## src/rtl/muldiv_pkg.sv

```systemverilog
// Shared encodings and defaults for the execute-stage iterative multiply/divide unit.
package muldiv_pkg;

  localparam int DEF_WIDTH = 32;
  localparam int DEF_ITER  = 32;

  typedef enum logic [1:0] {
    OP_MULTU = 2'b00,
    OP_MULT  = 2'b01,
    OP_DIVU  = 2'b10,
    OP_DIV   = 2'b11
  } op_e;

  typedef enum logic [1:0] {
    S_IDLE = 2'b00,
    S_MUL  = 2'b01,
    S_DIV  = 2'b10,
    S_FIX  = 2'b11
  } state_e;

  localparam logic [DEF_WIDTH-1:0] DIVZERO_LO = 32'hFFFF_FFFF;

endpackage

```

## src/rtl/muldiv_step.sv

```systemverilog
// One iteration of the unsigned datapath: shift-add multiply step or restoring
// divide step on the {hi, lo} accumulator pair.
module muldiv_step
  import muldiv_pkg::*;
#(
  parameter int WIDTH = DEF_WIDTH
) (
  input  logic             div_mode,
  input  logic [WIDTH-1:0] hi_in,
  input  logic [WIDTH-1:0] lo_in,
  input  logic [WIDTH-1:0] operand,
  output logic [WIDTH-1:0] hi_out,
  output logic [WIDTH-1:0] lo_out
);

  logic [WIDTH:0] sum;
  logic [WIDTH:0] shifted;
  logic [WIDTH:0] diff;

  always_comb begin
    sum     = {1'b0, hi_in} + (lo_in[0] ? {1'b0, operand} : '0);
    shifted = {hi_in, lo_in[WIDTH-1]};
    diff    = shifted - {1'b0, operand};
    if (div_mode) begin
      // diff[WIDTH] is the borrow: set means the trial subtract must be undone
      if (!diff[WIDTH]) begin
        hi_out = diff[WIDTH-1:0];
        lo_out = {lo_in[WIDTH-2:0], 1'b1};
      end else begin
        hi_out = shifted[WIDTH-1:0];
        lo_out = {lo_in[WIDTH-2:0], 1'b0};
      end
    end else begin
      hi_out = sum[WIDTH:1];
      lo_out = {sum[0], lo_in[WIDTH-1:1]};
    end
  end

endmodule

```

## src/rtl/execute_muldiv.sv

```systemverilog
// Iterative MULT/MULTU/DIV/DIVU unit with architectural HI/LO.
// Optional MTHI/MTLO write ports are built when MULDIV_MTHILO_EN is defined.
//
// state  | meaning
// S_IDLE | waiting for StartE; HI/LO hold
// S_MUL  | 32 shift-add steps on operand magnitudes
// S_DIV  | 32 restoring-divide steps on operand magnitudes
// S_FIX  | sign correction, HI/LO writeback, DoneE next cycle
module execute_muldiv
  import muldiv_pkg::*;
#(
  parameter int WIDTH = DEF_WIDTH,
  parameter int ITER  = DEF_ITER
) (
  input  logic             CLK,
  input  logic             CLR,
  input  logic             StartE,
  input  logic [1:0]       OpE,
  input  logic [WIDTH-1:0] SrcAE,
  input  logic [WIDTH-1:0] SrcBE,
`ifdef MULDIV_MTHILO_EN
  input  logic             HiWEE,
  input  logic             LoWEE,
  input  logic [WIDTH-1:0] WDataE,
`endif
  output logic             BusyE,
  output logic             DoneE,
  output logic             DivZeroE,
  output logic [WIDTH-1:0] HiOut,
  output logic [WIDTH-1:0] LoOut
);

  localparam int CW = $clog2(ITER + 1);

  state_e           state, state_nx;
  logic [CW-1:0]    cnt;
  logic [WIDTH-1:0] acc_hi, acc_lo, opnd_b;
  logic             is_div, neg_res, neg_rem, div_zero;
  logic [WIDTH-1:0] step_hi, step_lo;
  logic [WIDTH-1:0] fix_hi, fix_lo;
  logic [2*WIDTH-1:0] prod_fix;
  logic             start_div, start_signed, start_zero, a_neg, b_neg, last_step;

  assign start_div    = (OpE == OP_DIVU) || (OpE == OP_DIV);
  assign start_signed = (OpE == OP_MULT) || (OpE == OP_DIV);
  assign start_zero   = start_div && (SrcBE == '0);
  assign a_neg        = start_signed && SrcAE[WIDTH-1];
  assign b_neg        = start_signed && SrcBE[WIDTH-1];
  assign last_step    = (cnt == CW'(ITER - 1));
  assign BusyE        = (state != S_IDLE);

  muldiv_step #(.WIDTH(WIDTH)) u_step (
    .div_mode (state == S_DIV),
    .hi_in    (acc_hi),
    .lo_in    (acc_lo),
    .operand  (opnd_b),
    .hi_out   (step_hi),
    .lo_out   (step_lo)
  );

  always_ff @(posedge CLK) begin
    if (CLR) state <= S_IDLE;
    else     state <= state_nx;
  end

  always_comb begin
    state_nx = state;
    case (state)
      S_IDLE: if (StartE) state_nx = start_zero ? S_FIX : (start_div ? S_DIV : S_MUL);
      S_MUL,
      S_DIV:  if (last_step) state_nx = S_FIX;
      S_FIX:  state_nx = S_IDLE;
      default: state_nx = S_IDLE;
    endcase
  end

  always_comb begin
    prod_fix = neg_res ? -{acc_hi, acc_lo} : {acc_hi, acc_lo};
    fix_hi   = prod_fix[2*WIDTH-1:WIDTH];
    fix_lo   = prod_fix[WIDTH-1:0];
    if (div_zero) begin
      // acc_lo carries the raw dividend on this path
      fix_hi = acc_lo;
      fix_lo = DIVZERO_LO;
    end else if (is_div) begin
      fix_hi = neg_rem ? -acc_hi : acc_hi;
      fix_lo = neg_res ? -acc_lo : acc_lo;
    end
  end

  always_ff @(posedge CLK) begin
    if (CLR) begin
      cnt      <= '0;
      acc_hi   <= '0;
      acc_lo   <= '0;
      opnd_b   <= '0;
      is_div   <= 1'b0;
      neg_res  <= 1'b0;
      neg_rem  <= 1'b0;
      div_zero <= 1'b0;
      HiOut    <= '0;
      LoOut    <= '0;
      DoneE    <= 1'b0;
      DivZeroE <= 1'b0;
    end else begin
      DoneE    <= 1'b0;
      DivZeroE <= 1'b0;
      case (state)
        S_IDLE: begin
`ifdef MULDIV_MTHILO_EN
          if (HiWEE) HiOut <= WDataE;
          if (LoWEE) LoOut <= WDataE;
`endif
          if (StartE) begin
            is_div   <= start_div;
            neg_res  <= a_neg ^ b_neg;
            neg_rem  <= a_neg;
            div_zero <= start_zero;
            acc_hi   <= '0;
            acc_lo   <= (a_neg && !start_zero) ? -SrcAE : SrcAE;
            opnd_b   <= b_neg ? -SrcBE : SrcBE;
            cnt      <= '0;
          end
        end
        S_MUL,
        S_DIV: begin
          acc_hi <= step_hi;
          acc_lo <= step_lo;
          cnt    <= cnt + CW'(1);
        end
        S_FIX: begin
          HiOut    <= fix_hi;
          LoOut    <= fix_lo;
          DoneE    <= 1'b1;
          DivZeroE <= div_zero;
          cnt      <= '0;
        end
        default: ;
      endcase
    end
  end

endmodule

```

## config.mk

```make
export PLATFORM = sky130hd
export DESIGN_NAME = execute_muldiv
export DESIGN_NICKNAME = d
export VERILOG_FILES = /design/src/rtl/muldiv_pkg.sv /design/src/rtl/muldiv_step.sv /design/src/rtl/execute_muldiv.sv
export SDC_FILE = /design/constraint.sdc
export NUM_CORES = 1
export LEC_CHECK = 0
export BUFFER_PORTS_ARGS = -buffer_cell sky130_fd_sc_hd__buf_2
export CORE_AREA = 2 2 173 141
export CTS_CLUSTER_DIAMETER = 150
export DETAILED_ROUTE_END_ITERATION = 16
export DIE_AREA = 0 0 175 143
export PLACE_DENSITY = 0.8
export SYNTH_ARGS = -nofsm -noshare
export SYNTH_HDL_FRONTEND = slang
export SYNTH_SLANG_ARGS = --single-unit
```

## constraint.sdc

```tcl
create_clock -name CLK -period 5.44 [get_ports CLK]
set_input_delay 0.544 -clock CLK [delete_from_list [all_inputs] [get_ports CLK]]
set_output_delay 0.544 -clock CLK [all_outputs]
set_load 0.1 [all_outputs]
```

==> flow_results.org <==
** Outcome
- The run finished with clean final reports.

** Global route
- The via count of the first global-routing pass came to approximately 13000.
- Global routing consumed, over all layers together, roughly a third of the routing resources.
- Global routing used between 50% and 60% of the available met1 tracks.
- Entering global routing, the biggest net connects 73 pins.
- M2 GR Usage :: just under 50%
- The initial antenna violation count was 0.
- In the global route stage, met3 resource usage came out at between 10% and 20%.
- Busiest metal layer after global routing :: met1
- Aggregate global routing overflow :: 0
- Global-route wire length before repair :: 68.8 mm

** Critical path
- Worst Setup End Kind :: flip-flop
- Delay contributed by the slowest stage of the critical path :: between 0.5 and 0.6 ns
- The slowest stage of the critical path belongs to the cell sky130_fd_sc_hd__a2111oi_0.
- Worst reg2reg endpoint :: acc_hi[9]
- Of all nets on the critical path, the largest fanout is 18.
- In this run the worst setup path begins at acc_lo[31].
- For flop-to-flop paths, the worst setup slack is ~1.3 ns.
- The worst register-to-register path begins at acc_lo[31].
- Most frequent cell on the critical path :: sky130_fd_sc_hd__mux2i_1
- By startpoint and endpoint, the worst setup path is classified as flip-flop to flip-flop.
- CP Data Arrival Time :: around 4.5 ns
- Worst Reg2Reg Path Length in Cells :: 13
- The worst setup path is launched from a flip-flop.
- The signal on the critical path passes through inv_1 -> ha_1 -> fa_1 -> nand2b_1 -> a21oi_1 -> o211ai_1 -> a2111oi_0 -> nor3_1 -> xnor2_4 -> buf_4 -> mux2i_1 -> mux2i_1 -> a22o_1.
- The critical path ends at acc_hi[9].
- Required time at the endpoint of the critical path :: between 5 and 6 ns

** Route
- Vias per cell :: 6.49
- Once detail routing completed, the nets flagged for antenna violations numbered 0.
- Residual DRC count :: 0
- Total iterations of the first detailed-routing run :: 6
- Vias :: between 10000 and 15000
- After the first detailed-routing iteration, the DRC count stood at about 1700.
- In the final routed layout, each cell accounts on average for 20.3 um.
- The final layout contains routed wiring with a total length of 44.0 mm.

** Power and ir drop
- IR analysis of the VDD net gives a maximum drop of 0.312 mV.
- Power density normalized to cell area :: between 400 and 500 nW/um2
- In this run the static leakage power is ~6.1 nW.

** STA
- Total Neg Setup Slack :: 0 ns
- Setup repair after global routing left no endpoint under its margin.
- At the pin with the least slew margin, the transition time is 1.34 ns.
- Clock skew on the completed layout was measured at 0.0295 ns.
- Number of pins with negative max-slew slack in the final report :: 0
- In the finished design, the share of the clock period the worst path needs comes to between 70% and 80%.
- Fmax :: 0.239 GHz
- Final Hold Vio Count :: 0
- Setup violations remaining at the end of the flow were counted as 0.
- Setup slack closes at about 1.3 ns.
- Hold is met by approximately 0.40 ns.
- For the finished layout, the period the worst path requires is ~4.2 ns.
- The worst pin sits at a relative slew slack of between 10% and 20%.

** Clock tree
- Register clock-pin slew on the reported worst setup and hold paths :: 0.07 ns
- Buffers added to address setup during post-CTS repair amount to 0.
- Number of buffers between clock root and the deepest sink :: 2
- CTS tree :: built
- Buffers inserted to repair hold after CTS numbered 0.
- PostCTS Resize Cnt :: 0
- The later pin in the worst-skew pair is clocked with a latency of 0.45 ns.
- CTS Sinks :: 174
- In this run the number of H-tree levels came out at 4.
- Buffers inserted during clock tree synthesis total 17.
- The tree is rooted in a sky130_fd_sc_hd__clkbuf_16.

** Yosys
- After synthesis, flip-flops and latches occupy between 20 and 30% of the total area.
- Synthesis handed over a netlist of 1794 instances.
- Counting distinct cell types in the post-synthesis netlist gives 72.
- Area leader, netlist :: sky130_fd_sc_hd__dfxtp_1
- Per-instance average area after synthesis :: between 7 and 8 um2
- Post-synth design cell area :: approximately 14000 um2
- Synthesized net count :: 1937
- Flops & latches, synth :: between 150 and 200
- Number of warnings reported in the yosys synthesis log :: 0
- Summed over its instances, the top area cell type makes up 25.3% of the synthesized netlist area.
- EDFF count, synth :: 0
- Of all flip-flops after synthesis, the portion carrying an async set or reset was 0%.
- Sorting the synthesized cells by area gives the leading types as sky130_fd_sc_hd__dfxtp_1, sky130_fd_sc_hd__xor2_1, sky130_fd_sc_hd__ha_1, sky130_fd_sc_hd__nor2_1, sky130_fd_sc_hd__nand2_1.
- Synth Flop Type :: sky130_fd_sc_hd__dfxtp_1

** Floorplan
- Number of top-level pins :: 136
- Std-Cell Core Area :: between 20000 and 25000 um2
- The floorplan has 50 rows.
- Initial Utilization :: between 50% and 60%
- The die covers 25000 um2.
- Die Span X :: 175 um
- Die Y-Extent :: roughly 140 um

** Finish
- In the final layout, the share of cells above drive strength 1 is 11.7%.
- Number of antenna repair diodes :: 0
- Most frequent cells in the layout :: sky130_fd_sc_hd__nor2_1, sky130_fd_sc_hd__dfxtp_1, sky130_fd_sc_hd__nand2_1, sky130_fd_sc_hd__buf_2, sky130_fd_sc_hd__o21ai_0
- Excluding fillers, the count of instances in the completed layout stands at ~2200.
- For this run, the share of the core covered by cells in the final layout is 65.1%.
- The final layout contains between 1500 and 2000 nets.
- P&R area growth vs syn :: 9.87%
- Leaving out fill and tap cells, the most frequent cell in the layout is sky130_fd_sc_hd__nor2_1.
- Fill cells in the final layout number 2029.

** Place
- Final Wtd Congestion :: 0.987
- Port buffering added roughly 140 buffers.
- Including well taps, the total number of placed cells is around 2100.
- DP Wirelength :: between 30 and 40 mm
- Pre-CTS setup slack :: around 1.4 ns

** Flow run
- The tool flagged a number of max-cap violations equal to 0.

** Min path
- Path type of the worst min-delay path :: input pin to flip-flop
==> state kept, by name, summed over array words and instances (netlist names) <==
| name | cells |
|---|---|
| div_zero | 1 |
| DivZeroE | 1 |
| acc_lo | 32 |
| acc_hi | 32 |
| opnd_b | 32 |
| neg_rem | 1 |
| LoOut | 32 |
| HiOut | 32 |
| state | 2 |
| neg_res | 1 |
| cnt | 6 |
| DoneE | 1 |
| is_div | 1 |
==> cell usage after synthesis, drive strengths merged (19+ instances only) <==
library cell / n
nand2b: 20
a21oi: 101
o21ai: 116
nand3: 33
xor2: 107
a21o: 27
nor3: 35
nor2: 194
a22oi: 19
o221ai: 37
o31ai: 30
or4: 20
nand2: 170
inv: 67
o211ai: 22
xnor2: 67
nor2b: 21
clkbuf: 99
mux2i: 59
ha: 72
dfxtp: 174
a211oi: 79
or3: 22
buf: 20
==> where the power goes <==
part	internal [W]	switching [W]	leakage, nW	total (W)
Clock	0.000750	0.000582	0.305	0.00133
Combinational	0.000938	0.00199	4.34	0.00292
Sequential	0.00148	0.000357	1.42	0.00184
Total	0.00317	0.00293	6.06	0.00609
==> cells by family after synthesis <==
| kind of cell | count (synthesis) | share of synthesized area [%] |
|---|---|---|
| fa+ha+maj | 74 | 6.84 |
| flops | 174 | 25.3 |
| simple gates | 592 | 20.6 |
| compound gates | 534 | 26.3 |
| buf+inv | 186 | 5.34 |
| xor+xnor | 174 | 11.1 |
| mux | 60 | 4.38 |
==> worst min-delay path by stage <==
stage	start	end	slack, ns	depth (start not counted)
5_1_grt	OpE[1]	is_div	0.41	3
4_1_cts	OpE[1]	is_div	0.39	3
2_1_floorplan	opnd_b[31]	opnd_b[31]	0.43	2
6_report	OpE[1]	is_div	0.40	3
3_5_place_dp	HiOut[26]	HiOut[26]	0.47	1
3_3_place_gp	HiOut[2]	HiOut[2]	0.45	2
==> routing by layer <==
layer	vias up	share of wire, %	wire length, um
met1	6551	45	19800
met2	787	40	17500
li1	6659	-	-
met3	89	13	5760
met5	-	0	0
met4	0	2.1	913
==> per-stage QoR <==
step,area (um2),power [W]
2_1_floorplan,13700,0.00392
6_report,15100,0.00609
3_3_place_gp,14500,0.00462
3_5_place_dp,14500,0.00467
5_1_grt,15100,0.00639
4_1_cts,15100,0.00599
==> worst max-delay path, delay by kind of cell, from the launching register on <==
family,cells,cell delay (ns)
AO/OA/AOI/OAI,4,1.22
XOR/XNOR,1,0.47
adder cells (fa/ha/maj),2,0.64
buffers and inverters,2,0.49
flip-flops,1,0.55
multiplexers,2,0.31
AND/OR/NAND/NOR,2,0.39
==> area by class of cell <==
cell class,count,area [um2],share of cell area (%)
clock buffers,19,443,2.93
clock inverters,12,173,1.14
inverters,67,251,1.67
multi-input cells,1434,9560,63.3
flip-flops and latches,174,3480,23.1
well taps,312,390,2.58
repair buffers,152,806,5.34
No activity file was read; power rests on OpenSTA's default activity.
